===== config.mk =====
export PLATFORM = sky130hd
export DESIGN_NAME = axis_split_ctrl
export DESIGN_NICKNAME = d
export VERILOG_FILES = /design/src/rtl/axis_split_ctrl.sv
export SDC_FILE = /design/constraint.sdc
export NUM_CORES = 1
export LEC_CHECK = 0
export BUFFER_PORTS_ARGS = -buffer_cell sky130_fd_sc_hd__buf_2
export CORE_AREA = 4 4 97 99
export CTS_BUF_LIST = sky130_fd_sc_hd__clkbuf_8
export DETAILED_ROUTE_END_ITERATION = 8
export DIE_AREA = 0 0 101 103
export PLACE_DENSITY = 0.79
export RECOVER_POWER = 50
export SLEW_MARGIN = 20
export SYNTH_ARGS = -nofsm -noshare
export SYNTH_HDL_FRONTEND = slang
export SYNTH_SLANG_ARGS = --single-unit
export TNS_END_PERCENT = 30

===== constraint.sdc =====
create_clock -name clk -period 4.15 [get_ports clk]
set_input_delay 1.0375 -clock clk [delete_from_list [all_inputs] [get_ports clk]]
set_output_delay 1.0375 -clock clk [all_outputs]
set_load 0.005 [all_outputs]

===== src/rtl/axis_split_ctrl.sv =====
// axis_split_ctrl: registered 1-to-N AXI-Stream broadcast with per-port acceptance tracking, stall timeout and saturating drop counters
module axis_split_ctrl #(
  parameter int AXIS_TDATA_WIDTH = 32,
  parameter int N_PORTS = 4,
  parameter int TIMEOUT_CYCLES = 0,
  parameter int CNT_WIDTH = 16
) (
  input  logic                        clk,
  input  logic                        rst,
  input  logic [AXIS_TDATA_WIDTH-1:0] S_AXIS_DATA_tdata,
  input  logic                        S_AXIS_DATA_tvalid,
  output logic                        S_AXIS_DATA_tready,
  output logic [AXIS_TDATA_WIDTH-1:0] M_AXIS_COPY1_tdata,
  output logic                        M_AXIS_COPY1_tvalid,
  input  logic                        M_AXIS_COPY1_tready,
  output logic [AXIS_TDATA_WIDTH-1:0] M_AXIS_COPY2_tdata,
  output logic                        M_AXIS_COPY2_tvalid,
  input  logic                        M_AXIS_COPY2_tready,
  output logic [AXIS_TDATA_WIDTH-1:0] M_AXIS_COPY3_tdata,
  output logic                        M_AXIS_COPY3_tvalid,
  input  logic                        M_AXIS_COPY3_tready,
  output logic [AXIS_TDATA_WIDTH-1:0] M_AXIS_COPY4_tdata,
  output logic                        M_AXIS_COPY4_tvalid,
  input  logic                        M_AXIS_COPY4_tready,
  input  logic [3:0]                  port_en,
  input  logic                        clr_cnt,
  output logic                        busy,
  output logic [4*CNT_WIDTH-1:0]      drop_cnt,
  output logic [CNT_WIDTH-1:0]        discard_cnt
);
  localparam int AW = TIMEOUT_CYCLES > 0 ? $clog2(TIMEOUT_CYCLES + 1) : 1;
  localparam logic [AW-1:0] AGE_MAX = AW'(TIMEOUT_CYCLES);
  localparam logic [3:0] ACT = 4'((5'd1 << N_PORTS) - 5'd1);
  logic [AXIS_TDATA_WIDTH-1:0] data_q, data_d;
  logic [3:0] pend_q, pend_d;
  logic [AW-1:0] age_q, age_d;
  logic [3:0][CNT_WIDTH-1:0] drop_q, drop_d;
  logic [CNT_WIDTH-1:0] disc_q, disc_d;
  logic [3:0] rdy, hs, stuck, new_mask;
  logic expire, accept;
  assign rdy = {M_AXIS_COPY4_tready, M_AXIS_COPY3_tready, M_AXIS_COPY2_tready, M_AXIS_COPY1_tready} & ACT;
  assign hs = pend_q & rdy;
  assign stuck = pend_q & ~hs;
  assign expire = (TIMEOUT_CYCLES != 0) && (age_q == AGE_MAX) && |stuck;
  assign S_AXIS_DATA_tready = ~|stuck | expire;
  assign accept = S_AXIS_DATA_tvalid & S_AXIS_DATA_tready;
  assign new_mask = port_en & ACT;
  always_comb begin
    data_d = accept ? S_AXIS_DATA_tdata : data_q;
    pend_d = accept ? new_mask : expire ? 4'h0 : pend_q & ~hs;
    age_d = accept ? '0 : (|pend_q && age_q != AGE_MAX) ? age_q + 1'b1 : age_q;
    disc_d = clr_cnt ? '0 : (accept && new_mask == 4'h0 && ~&disc_q) ? disc_q + 1'b1 : disc_q;
    for (int i = 0; i < 4; i++)
      drop_d[i] = clr_cnt ? '0 : (expire && stuck[i] && ~&drop_q[i]) ? drop_q[i] + 1'b1 : drop_q[i];
  end
  always_ff @(posedge clk) begin
    if (rst) begin
      data_q <= '0;
      pend_q <= '0;
      age_q <= '0;
      drop_q <= '0;
      disc_q <= '0;
    end else begin
      data_q <= data_d;
      pend_q <= pend_d;
      age_q <= age_d;
      drop_q <= drop_d;
      disc_q <= disc_d;
    end
  end
  assign M_AXIS_COPY1_tvalid = pend_q[0];
  assign M_AXIS_COPY2_tvalid = pend_q[1];
  assign M_AXIS_COPY3_tvalid = pend_q[2];
  assign M_AXIS_COPY4_tvalid = pend_q[3];
  assign M_AXIS_COPY1_tdata = ACT[0] ? data_q : '0;
  assign M_AXIS_COPY2_tdata = ACT[1] ? data_q : '0;
  assign M_AXIS_COPY3_tdata = ACT[2] ? data_q : '0;
  assign M_AXIS_COPY4_tdata = ACT[3] ? data_q : '0;
  assign busy = |pend_q;
  assign drop_cnt = drop_q;
  assign discard_cnt = disc_q;
endmodule


Yosys cells after proc, flatten, opt, wreduce, memory -nomap -nowiden

Index checks and enable logic that the tools add are counted.

Register bits: 52
Word-level logic and storage cells: 18

Add/subtract/negate cells: 1
Mux-type cells: 1
Bitwise operators: 4
Reductions and logical operators: 9

Operators by type and width:

| cell                                                            | count |
|---|---|
| 16-bit by 1-bit adder with 16-bit output, second input constant | 1 |
| 16-bit AND reduction                                            | 1 |
| 4-bit bitwise AND                                               | 2 |
| 4-bit OR reduction                                              | 2 |
| 4-bit logical NOT                                               | 1 |
| 4-bit 2-to-1 mux                                                | 1 |
| 4-bit inverter                                                  | 1 |
| 1-bit logical AND                                               | 2 |
| 1-bit logical NOT                                               | 2 |
| 2-bit OR reduction                                              | 1 |
| 1-bit bitwise AND                                               | 1 |

Logic depth before layout (Yosys ltp)

Depth in word-level cells: 8
Mapped depth: 8

Worst setup path before layout

Ideal clock, no wire load.

Kind: input to output
Start point: input M_AXIS_COPY1_tready
End point: output S_AXIS_DATA_tready
Data arrival time: 1.489 ns
Slack: 1.623 ns
Stages: 3
Path through: nand2b_1 and4_1 buf_2

Cells in the longest elaborated chain, start to end: 5

RTL lines:

| item               | RTL line | source |
|---|---|---|
| start: declaration | 15       | `input logic M_AXIS_COPY1_tready,` |
| 4-bit bitwise AND  | 42       | `assign hs = pend_q & rdy;` |
| 4-bit inverter     | 43       | `assign stuck = pend_q & ~hs;` |
| 4-bit bitwise AND  | 43       |  |
| 4-bit OR reduction | 45       | `assign S_AXIS_DATA_tready = ~\|stuck \| expire;` |
| 1-bit logical NOT  | 45       |  |
| end: declaration   | 12       | `output logic S_AXIS_DATA_tready,` |

Every way passes these cells.

Worst setup path in the final report

Ends and elaborated chain as after synthesis.

==> impl_metrics.yaml <==
clocking:
  numCtsBuffers: 5
  clk_pin_slew_ps: 90
  worst_skew_pair.late_latency_ps: 300
  hold_buffers: 0
  cts_max_level: 2
  cts_root_buffer: "clkbuf_8"
  post_cts_resized: 0
  cts_tree: "done"
  post_cts_buffers: 0
  cts_buffer_depth: 2
  clock_sinks: 52
sta:
  skew_ps: 15.7
  drv_slew: 0
  tightest_slew_ps: 1070
  slew_headroom_pct: 28.8
  fmax_mhz: 365
  setup_ws_ps: 1410
  min_period_ps: 2740
  hold_viol: 0
  fin_setup_tns_ps: 0
  fin_crit_sh_pct: 66.1
  finalSetupViolCount: 0
  rsz0062_at_grt: "no"
logic_synthesis:
  synth_top_family_by_area: "buffers and inverters"
  synth_edf_count: 0
  synth-seq-area-share_pct: 31.5
  ys_ff_latch: 52
  synth_area_mm2: 0.00331
  yosysWarnings: 0
  synth_compound_area_share_pct: 9.61
  synth_area_per_cell_um2: 7.76
  synthMuxAreaShare_pct: 0.303
  ys.flop_type: "dfxtp_1"
  ys_types: 38
  synth-xor-area-share_pct: 0.265
  syn_inst: 426
  synthSimpleGateAreaFrac_pct: 18.6
  ys_async_sr_fraction_pct: 0
  synth_adder_area_share_pct: 0.378
critical_path:
  crit_family: "simple AND/OR/NAND/NOR gates"
  reg2reg_to: "M_AXIS_COPY1_tdata[7]"
  required_ps: 3110
  crit_slowest_cell: "and4_1"
  cp-end-kind: "output pin"
  reg2reg_slack_ps: 2230
  slowest_delay_ps: 270
  start_kind: "input port"
  critPathMostFrequentCell: "buf_2"
  critPathKind: "input port to output pin"
  r2r_cells: 5
  cp_cell_sequence: "buf_2 -> nand2b_1 -> and4_1 -> buf_2"
  crit_arrival_ps: 1710
  reg2reg_from: "pend_q[0]"
  crit_buf_inv: 2
  path_max_fanout: 6
floorplanning:
  core_area_mm2: 0.00855
  row_count: 34
  start_util_pct: 38.7
  top_level_ports: 258
  die_w_um: 101
  fp.dieH_um: 103
  die_area_mm2: 0.0104
finish:
  nNetsFinal: 557
  diodes: 0
  fin_util_pct: 39.7
  final_cells: 621
  layout-drive-gt1-share_pct: 31.0
  nFillCells: 915
  areaGrowthSynthToFinish_pct: 2.65
global_routing:
  grt_pass1_wl_um: 11100
  grt_util_all_layers_pct: 13.2
  grt_pass1_vias: 2317
  overflow: 0
  grt_antenna_before_repair: 0
  grt_max_degree: 39
drt:
  avgViaCountPerCell: 4.38
  ant_nets: 0
  drt-pass1-iter-count: 4
  drc: 0
  drtIter0Drc: 85
  wl_per_cell_um: 13.3
  totalWireLength_um: 8250
  routed-via-count: 2717
flow_run:
  cap_viol_max_count: 0
power:
  peakVddDrop_v: 0.0000963
  p_leak_nw: 1.70
  p_total_mw: 1.04
  p_per_area_mw_per_mm2: 306
placement:
  placed_cells: 613
  pre_cts_ws_ps: 1380
  place.gp.congestion: 0.879
  io_buffers: 193
  dp_hpwl_um: 6620
hold_path:
  min_from: "M_AXIS_COPY1_tdata[13]"
  min_path_type: "register to register"
  hold_end: "M_AXIS_COPY1_tdata[13]"
  min_path_cells: 2
run_status:
  status: "finished clean"
## cell type report
class,instances,area (um2),area share [%]
well taps,108,135,3.98
clock buffers,6,82.6,2.43
multi-input cells,256,1200,35.5
inverters,3,11.3,0.332
flip-flops and latches,52,1040,30.7
repair buffers,194,908,26.8
clock inverters,2,11.3,0.332
## cell usage in the layout (no fill, tap or decap), types with 2 or more instances in the layout
master,instances
a21oi_1,49
and2_1,3
and4_1,2
buf_2,141
clkbuf_1,52
clkbuf_8,6
conb_1,64
dfxtp_1,52
inv_1,4
nand2_1,79
nand2b_1,4
nand3_1,4
nand4_1,5
nor2_1,6
nor3_1,4
nor4_1,3
o21ai_0,8
or2_2,2
or3_1,6
or4_1,2
## sequential cells by signal, summed over array words and instances, names as in the netlist
name                count
M_AXIS_COPY1_tdata     32
discard_cnt            16
pend_q                  4
## cell families (layout without fill, tap and decap cells)
family | Yosys count | count (layout)
buffers and inverters | 181 | 205
AOI/OAI and AO/OA | 61 | 61
and+or+nand+nor | 128 | 128
xor gates and xnor gates | 1 | 1
DFF | 52 | 52
other | 1 | 64
adders and majority gates | 1 | 1
muxes | 1 | 1
## per-layer routing
layer | share of wire [%] | vias to the layer above | track usage [%]
met4 | 1.4 | 0 | 5.01
met5 | 0 | - | 0
met3 | 11 | 10 | 2.84
li1 | - | 1324 | -
met2 | 53 | 155 | 26.2
met1 | 35 | 1228 | 13.4
## power by group
group          switching (mW)  leakage, nW  internal [mW]
Combinational           0.113         1.22         0.0821
Sequential             0.0277        0.425          0.523
Clock                   0.160       0.0486          0.133
Total                   0.301         1.70          0.739
## cells in the mapped netlist, drive strengths merged (2+ instances only)
master | count | area share, %
inv | 3 | 0.34
nand2b | 4 | 0.76
nand3 | 5 | 0.91
nor3 | 4 | 0.61
clkbuf | 11 | 1.2
and4 | 3 | 0.83
or3 | 7 | 1.4
nor4 | 3 | 0.57
o21ai | 8 | 1.2
dfxtp | 52 | 31
or2 | 2 | 0.38
nand4 | 6 | 1.3
a21oi | 50 | 7.7
and2 | 4 | 0.79
nand2 | 79 | 9.0
nor2 | 6 | 0.68
buf | 166 | 37
or4 | 3 | 0.79
## stage by stage
step                      area, um2  hold WS (ps)
after detailed placement       3370           486
after global routing           3390           530
after global placement         3370           471
after floorplan                3540           477
final                          3390           500
after CTS                      3460           499
## worst min-delay path: stages, from the launching register on
cell and delay (ps):
dfxtp_1 350, nand2_1 60, a21oi_1 50
## worst max-delay path by stage
| stage | depth (start not counted) | endpoint | start | slack [ps] |
|---|---|---|---|---|
| 6_report | 4 | S_AXIS_DATA_tready | M_AXIS_COPY1_tready | 1410 |
| 5_1_grt | 4 | S_AXIS_DATA_tready | M_AXIS_COPY1_tready | 1340 |
| 4_1_cts | 4 | S_AXIS_DATA_tready | M_AXIS_COPY1_tready | 1400 |
| 3_5_place_dp | 6 | M_AXIS_COPY1_tdata[9] | M_AXIS_COPY1_tready | 1380 |
| 3_3_place_gp | 4 | S_AXIS_DATA_tready | M_AXIS_COPY1_tready | 1410 |
| 2_1_floorplan | 3 | S_AXIS_DATA_tready | M_AXIS_COPY1_tready | 1620 |
Power figures use the tool's default switching activity.
